**config.mk**
```make
export PLATFORM = sky130hd
export DESIGN_NAME = mc_ctrl
export DESIGN_NICKNAME = d
export VERILOG_FILES = /design/src/rtl/mc_pkg.sv /design/src/rtl/mc_opc_decode.sv /design/src/rtl/mc_ctrl.sv
export SDC_FILE = /design/constraint.sdc
export NUM_CORES = 1
export LEC_CHECK = 0
export CAP_MARGIN = 20
export CELL_PAD_IN_SITES_DETAIL_PLACEMENT = 1
export CELL_PAD_IN_SITES_GLOBAL_PLACEMENT = 1
export CORE_MARGIN = 3
export CORE_UTILIZATION = 36
export DETAILED_ROUTE_END_ITERATION = 10
export GPL_TIMING_DRIVEN = 1
export PLACE_DENSITY_LB_ADDON = 0.2
export SYNTH_ARGS = -nofsm -noshare
export SYNTH_HDL_FRONTEND = slang
export SYNTH_SLANG_ARGS = --single-unit
```
**constraint.sdc**
```tcl
create_clock -name clk -period 2.2 [get_ports clk]
set_input_delay 0.44 -clock clk [delete_from_list [all_inputs] [get_ports clk]]
set_output_delay 0.44 -clock clk [all_outputs]
set_load 0.02 [all_outputs]
```
**src/rtl/mc_pkg.sv**
```systemverilog
// Shared types and encodings for the RV32I multi-cycle controller.
package mc_pkg;

  typedef enum logic [2:0] {
    S_IDLE,
    S_FETCH,
    S_DECODE,
    S_EXEC,
    S_MEM,
    S_WB,
    S_TRAP
  } state_e;

  localparam logic [6:0] OPC_OP     = 7'b0110011;
  localparam logic [6:0] OPC_OP_IMM = 7'b0010011;
  localparam logic [6:0] OPC_LUI    = 7'b0110111;
  localparam logic [6:0] OPC_AUIPC  = 7'b0010111;
  localparam logic [6:0] OPC_LOAD   = 7'b0000011;
  localparam logic [6:0] OPC_STORE  = 7'b0100011;
  localparam logic [6:0] OPC_BRANCH = 7'b1100011;
  localparam logic [6:0] OPC_JAL    = 7'b1101111;
  localparam logic [6:0] OPC_JALR   = 7'b1100111;

  typedef enum logic [3:0] {
    CLS_OP,
    CLS_OP_IMM,
    CLS_LUI,
    CLS_AUIPC,
    CLS_LOAD,
    CLS_STORE,
    CLS_BRANCH,
    CLS_JAL,
    CLS_JALR,
    CLS_ILLEGAL
  } opc_class_e;

  typedef enum logic [1:0] {
    PC_PLUS4 = 2'd0,
    PC_IMM   = 2'd1,
    PC_ALU   = 2'd2
  } pc_src_e;

  typedef enum logic [1:0] {
    WB_ALU = 2'd0,
    WB_MEM = 2'd1,
    WB_PC4 = 2'd2
  } wb_sel_e;

  typedef enum logic [1:0] {
    A_RS1  = 2'd0,
    A_PC   = 2'd1,
    A_ZERO = 2'd2
  } alu_a_sel_e;

  typedef enum logic [1:0] {
    ALU_ADD   = 2'd0,
    ALU_CMP   = 2'd1,
    ALU_FUNCT = 2'd2
  } alu_op_e;

endpackage

```
**src/rtl/mc_opc_decode.sv**
```systemverilog
// Maps the 7-bit RV32I major opcode onto the controller's instruction class.
module mc_opc_decode
  import mc_pkg::*;
(
  input  logic [6:0] opcode,
  output opc_class_e opc_class
);

  always_comb begin
    unique case (opcode)
      OPC_OP:     opc_class = CLS_OP;
      OPC_OP_IMM: opc_class = CLS_OP_IMM;
      OPC_LUI:    opc_class = CLS_LUI;
      OPC_AUIPC:  opc_class = CLS_AUIPC;
      OPC_LOAD:   opc_class = CLS_LOAD;
      OPC_STORE:  opc_class = CLS_STORE;
      OPC_BRANCH: opc_class = CLS_BRANCH;
      OPC_JAL:    opc_class = CLS_JAL;
      OPC_JALR:   opc_class = CLS_JALR;
      default:    opc_class = CLS_ILLEGAL;
    endcase
  end

endmodule

```
**src/rtl/mc_ctrl.sv**
```systemverilog
// Multi-cycle RV32I control FSM: FETCH/DECODE/EXEC/MEM/WB sequencing and retire count.
// Build option MC_CTRL_ILLEGAL_TRAP_EN: unknown opcodes park in TRAP instead of retiring as NOPs.
module mc_ctrl
  import mc_pkg::*;
(
  input  logic        clk,
  input  logic        rst_n,
  input  logic [6:0]  opcode,
  input  logic        br_taken,
  input  logic        mem_ready,
  output logic        mem_req,
  output logic        mem_we,
  output logic        addr_sel,
  output logic        ir_we,
  output logic        pc_we,
  output logic [1:0]  pc_src,
  output logic [1:0]  alu_a_sel,
  output logic        alu_b_sel,
  output logic [1:0]  alu_op,
  output logic        rf_we,
  output logic [1:0]  wb_sel,
  output logic        retire,
  output logic [31:0] instret,
  output logic        illegal
);

  state_e      r_state;
  opc_class_e  r_cls;
  opc_class_e  w_cls;
  logic [31:0] r_instret;

  mc_opc_decode u_opc_decode (
    .opcode    (opcode),
    .opc_class (w_cls)
  );

  // NOTE: sequential state uses non-blocking assignments so every register
  // samples pre-edge values; blocking here would create order-dependent races.
  always_ff @(posedge clk or negedge rst_n) begin
    if (!rst_n) begin
      r_state   <= S_IDLE;
      r_cls     <= CLS_ILLEGAL;
      r_instret <= '0;
    end else begin
      unique case (r_state)
        S_IDLE:   r_state <= S_FETCH;
        S_FETCH:  if (mem_ready) r_state <= S_DECODE;
        S_DECODE: begin
          r_cls   <= w_cls;
          r_state <= S_EXEC;
        end
        S_EXEC: begin
          unique case (r_cls)
            CLS_LOAD, CLS_STORE: r_state <= S_MEM;
            CLS_BRANCH:          r_state <= S_FETCH;
`ifdef MC_CTRL_ILLEGAL_TRAP_EN
            CLS_ILLEGAL:         r_state <= S_TRAP;
`else
            CLS_ILLEGAL:         r_state <= S_FETCH;
`endif
            default:             r_state <= S_WB;
          endcase
        end
        S_MEM:    if (mem_ready) r_state <= (r_cls == CLS_STORE) ? S_FETCH : S_WB;
        S_WB:     r_state <= S_FETCH;
`ifdef MC_CTRL_ILLEGAL_TRAP_EN
        S_TRAP:   r_state <= S_TRAP;
`endif
        default:  r_state <= S_IDLE;
      endcase

      if (retire) r_instret <= r_instret + 32'd1;
    end
  end

  // Strobes decode from state + latched class; mem_ready only gates completion.
  // NOTE: every output gets a default at the top so no path leaves one
  // unassigned, which would otherwise infer a latch.
  always_comb begin
    mem_req   = 1'b0;
    mem_we    = 1'b0;
    addr_sel  = 1'b0;
    ir_we     = 1'b0;
    pc_we     = 1'b0;
    pc_src    = PC_PLUS4;
    alu_a_sel = A_RS1;
    alu_b_sel = 1'b0;
    alu_op    = ALU_ADD;
    rf_we     = 1'b0;
    wb_sel    = WB_ALU;
    retire    = 1'b0;

    unique case (r_state)
      S_FETCH: begin
        mem_req = 1'b1;
        ir_we   = mem_ready;
      end
      S_EXEC: begin
        unique case (r_cls)
          CLS_OP: alu_op = ALU_FUNCT;
          CLS_OP_IMM: begin
            alu_b_sel = 1'b1;
            alu_op    = ALU_FUNCT;
          end
          CLS_LUI: begin
            alu_a_sel = A_ZERO;
            alu_b_sel = 1'b1;
          end
          CLS_AUIPC: begin
            alu_a_sel = A_PC;
            alu_b_sel = 1'b1;
          end
          CLS_LOAD, CLS_STORE, CLS_JALR: alu_b_sel = 1'b1;
          CLS_BRANCH: begin
            alu_op = ALU_CMP;
            pc_we  = 1'b1;
            pc_src = br_taken ? PC_IMM : PC_PLUS4;
            retire = 1'b1;
          end
          CLS_ILLEGAL: begin
`ifndef MC_CTRL_ILLEGAL_TRAP_EN
            pc_we  = 1'b1;
            retire = 1'b1;
`endif
          end
          default: ;
        endcase
      end
      S_MEM: begin
        mem_req  = 1'b1;
        addr_sel = 1'b1;
        mem_we   = (r_cls == CLS_STORE);
        if (mem_ready && r_cls == CLS_STORE) begin
          pc_we  = 1'b1;
          retire = 1'b1;
        end
      end
      S_WB: begin
        rf_we  = 1'b1;
        pc_we  = 1'b1;
        retire = 1'b1;
        unique case (r_cls)
          CLS_LOAD: wb_sel = WB_MEM;
          CLS_JAL: begin
            wb_sel = WB_PC4;
            pc_src = PC_IMM;
          end
          CLS_JALR: begin
            wb_sel = WB_PC4;
            pc_src = PC_ALU;
          end
          default: ;
        endcase
      end
      default: ;
    endcase
  end

  assign instret = r_instret;

`ifdef MC_CTRL_ILLEGAL_TRAP_EN
  assign illegal = (r_state == S_TRAP);
`else
  assign illegal = 1'b0;
`endif

endmodule
```
==> flow_summary.json, run 1 <==
{
  "outcome": "completed",
  "arrival_ns": 1.65,
  "die_h_um": 84.2,
  "pre_cts_slack_ns": -0.294,
  "synth_top_area_share": 0.420,
  "clock.fmax_mhz": 478,
  "hp-class": "in2async",
  "drt_iter0_drc": 43,
  "skew_ns": 0.00719,
  "synth_ff_type": "dfrtp_1",
  "clock_sinks": 39,
  "p_comb_frac": 0.469,
  "grt_antenna_before_repair": 0,
  "num_rows": 27,
  "cp.required_ns": 1.76,
  "vias": 1958,
  "cts-root-buf": "clkbuf_8",
  "place.gp.congestion": 0.790,
  "p_int_mw": 1.65,
  "crit_fanout": 5,
  "initial_core_util": 0.386,
  "synth.yosys.seq_area_share": 0.444,
  "pwr-share-seq": 0.350,
  "start_kind": "register",
  "clkPwrFrac": 0.182,
  "fillCellCount": 678,
  "ys.warnings.count": 0,
  "setup_viol": 0,
  "die_area_mm2": 0.00710,
  "antennaDiodeCount": 0,
  "drt_pass1_iterations": 4,
  "endpoint_kind": "primary output",
  "drc": 0,
  "syn-cell-area_mm2": 0.00220,
  "crit_type": "reg2out",
  "p_per_area_mw_per_mm2": 895,
  "period_minus_slack_ns": 2.09,
  "ant_nets": 0,
  "synth_top_cell_by_area": "dfrtp_1",
  "leakagePower_nw": 1.23,
  "syn-num-nets": 237,
  "clkSlewWorstSetupHoldPaths_ns": 0.07,
  "p_switching_mw": 1.07,
  "vias_per_cell": 5.18,
  "wl_um": 5800,
  "fin_ws_ns": 0.108,
  "nets": 317,
  "grt_pass1_wl_um": 9650,
  "syn_area_per_cell_um2": 9.79,
  "ios": 60,
  "die_width_um": 84.2,
  "htreeDepth": 2,
  "layout-area-overhead-vs-synth_pct": 37.6,
  "cts_hold_buf": 0,
  "cts_buffers": 5,
  "syn_inst": 225,
  "dpl.hpwl_um": 4310,
  "grt_max_degree": 40,
  "finalHoldViolCount": 0,
  "grt_usage": 0.166,
  "wl_per_cell_um": 15.3,
  "clock_latency_ns": 0.29,
  "grt.overflow.total": 0,
  "rrSetupSlack_ns": 0.19,
  "cts_max_path_buffers": 2,
  "port_buffers": 58,
  "rsz0062_at_grt": "no",
  "synth-async-reset-ratio": 1.00,
  "synth_edf_count": 0,
  "maxCapViolCount": 0,
  "ir_worst_vdd_uv": 678,
  "ys_top_cells_by_area": "dfrtp_1, xor2_1, nor4_2",
  "cts_tree": "yes",
  "synth.distinct_cells": 48,
  "finalPower_mw": 2.71,
  "ys_ff_latch": 39,
  "coreArea_mm2": 0.00571,
  "post-route-period-util": 0.951,
  "drive_above_1_share": 0.196,
  "netSwitchingFraction": 0.394,
  "drv_slew": 0,
  "grt_pass1_vias": 2012
}
## path summary, 6_finish.rpt
path,start,end,cells past startpoint
max in group asynchronous,rst_n,r_cls[3]$_DFFE_PN1P_,2
min in group clk,instret[31]$_DFFE_PN0P_,instret[31]$_DFFE_PN0P_,1
setup reg to reg,r_cls[3]$_DFFE_PN1P_,instret[25]$_DFFE_PN0P_,6
hold reg to reg,instret[31]$_DFFE_PN0P_,instret[31]$_DFFE_PN0P_,1
setup / recovery,r_state[0]$_DFFE_PN0P_,mem_we,6
hold / removal,rst_n,r_state[1]$_DFFE_PN0P_,2
## cells in the final DEF (no fill, tap or decap), drive strengths merged, types with 2 or more instances in the layout
cell / count
clkbuf: 12
o31a: 2
nor3b: 4
xnor2: 6
nand2: 17
inv: 9
dfrtp: 37
nor2b: 2
o21ai: 3
o22a: 2
nor3: 11
nand3b: 3
o22ai: 3
clkdlybuf4s50: 41
nor2: 17
dlygate4sd2: 7
nand4: 6
nor4: 13
and3: 5
nor4b: 4
xor2: 25
nand2b: 7
dfstp: 2
a21oi: 9
nand3: 11
buf: 32
## metrics by stage
step	TNS, ns	instance area (um^2)	std cells	utilization	hold WS (ns)
6_report	0	3030	378	0.531	0.194
5_1_grt	0	3030	378	0.531	0.242
4_1_cts	0	3070	378	0.538	0.218
3_5_place_dp	-0.761	2990	370	0.524	0.476
3_3_place_gp	-0.680	2990	370	0.524	0.457
2_1_floorplan	0	2200	225	-	0.144
## power groups by stage
stage	Combinational, mW	Sequential, mW	Clock, mW
after floorplan	0.755	0.988	0
after global placement	1.30	0.951	0
after detailed placement	1.34	0.961	0
after CTS	1.31	0.950	0.511
after global routing	1.38	0.971	0.551
final	1.27	0.948	0.494
## registers in the layout, summed over array words and instances (netlist names)
signal,count
r_state,3
instret,32
r_cls,4
## cells by family (layout without fill, tap and decap cells)
group,Yosys count,after routing,share of synthesized area
muxes,2,2,0.00965
other,1,1,0.00170
adders and majority gates,1,1,0.00568
xor gates and xnor gates,31,31,0.123
AOI/OAI and AO/OA,24,24,0.0699
buffers and inverters,21,102,0.0528
and+or+nand+nor,106,106,0.293
DFF,39,39,0.444
## layout make-up
cell class              instances  area (um^2)  share of cell area
flip-flops and latches         39          978               0.323
clock inverters                 1         5.00             0.00165
repair buffers                 85          724               0.239
clock buffers                   7         86.3              0.0285
inverters                       9         33.8              0.0111
well taps                      72         90.1              0.0297
multi-input cells             165         1110               0.367
## repair_timing
action / CTS / global route
setup endpoints to repair: 16 / 15
gates resized for setup: 27 / 16
setup buffers: 0 / 0
## worst max-delay path, stage by stage, from the launching register on
cell,delay (ns)
dfrtp_1,0.44
inv_1,0.09
buf_4,0.10
nand2_1,0.08
nor2_1,0.15
and3_1,0.16
dlygate4sd2_1,0.33
## metal layers
layer	wire length, um	track usage
met1	2620	0.214
met2	2880	0.281
met3	252	0.0402
met4	50	0.0380
met5	0	0
## synth_stat cells, types with 2 or more instances
master    instances
dfstp_2           2
nand4_1           6
o31a_1            2
nor3b_1           3
nor2_1           17
nor4b_1           3
nand2_1          17
o21ai_0           3
nor4_1            6
buf_4             2
nor2b_1           2
xnor2_1           6
nor3_1           11
and3_1            5
a21oi_1           9
xor2_1           25
nor4_2            6
nand3b_1          3
buf_2             2
inv_1             9
nand2b_1          7
clkbuf_1          5
dfrtp_1          37
nand3_1          10
o22a_1            2
o22ai_1           3
Power figures use the tool's default switching activity.
==> run 2, diff against run 1 <==
Settings changed: SLEW_MARGIN from default to 10.
==> results of run 2 <==
Final layout, timing and power as in run 1 (identical DEF).
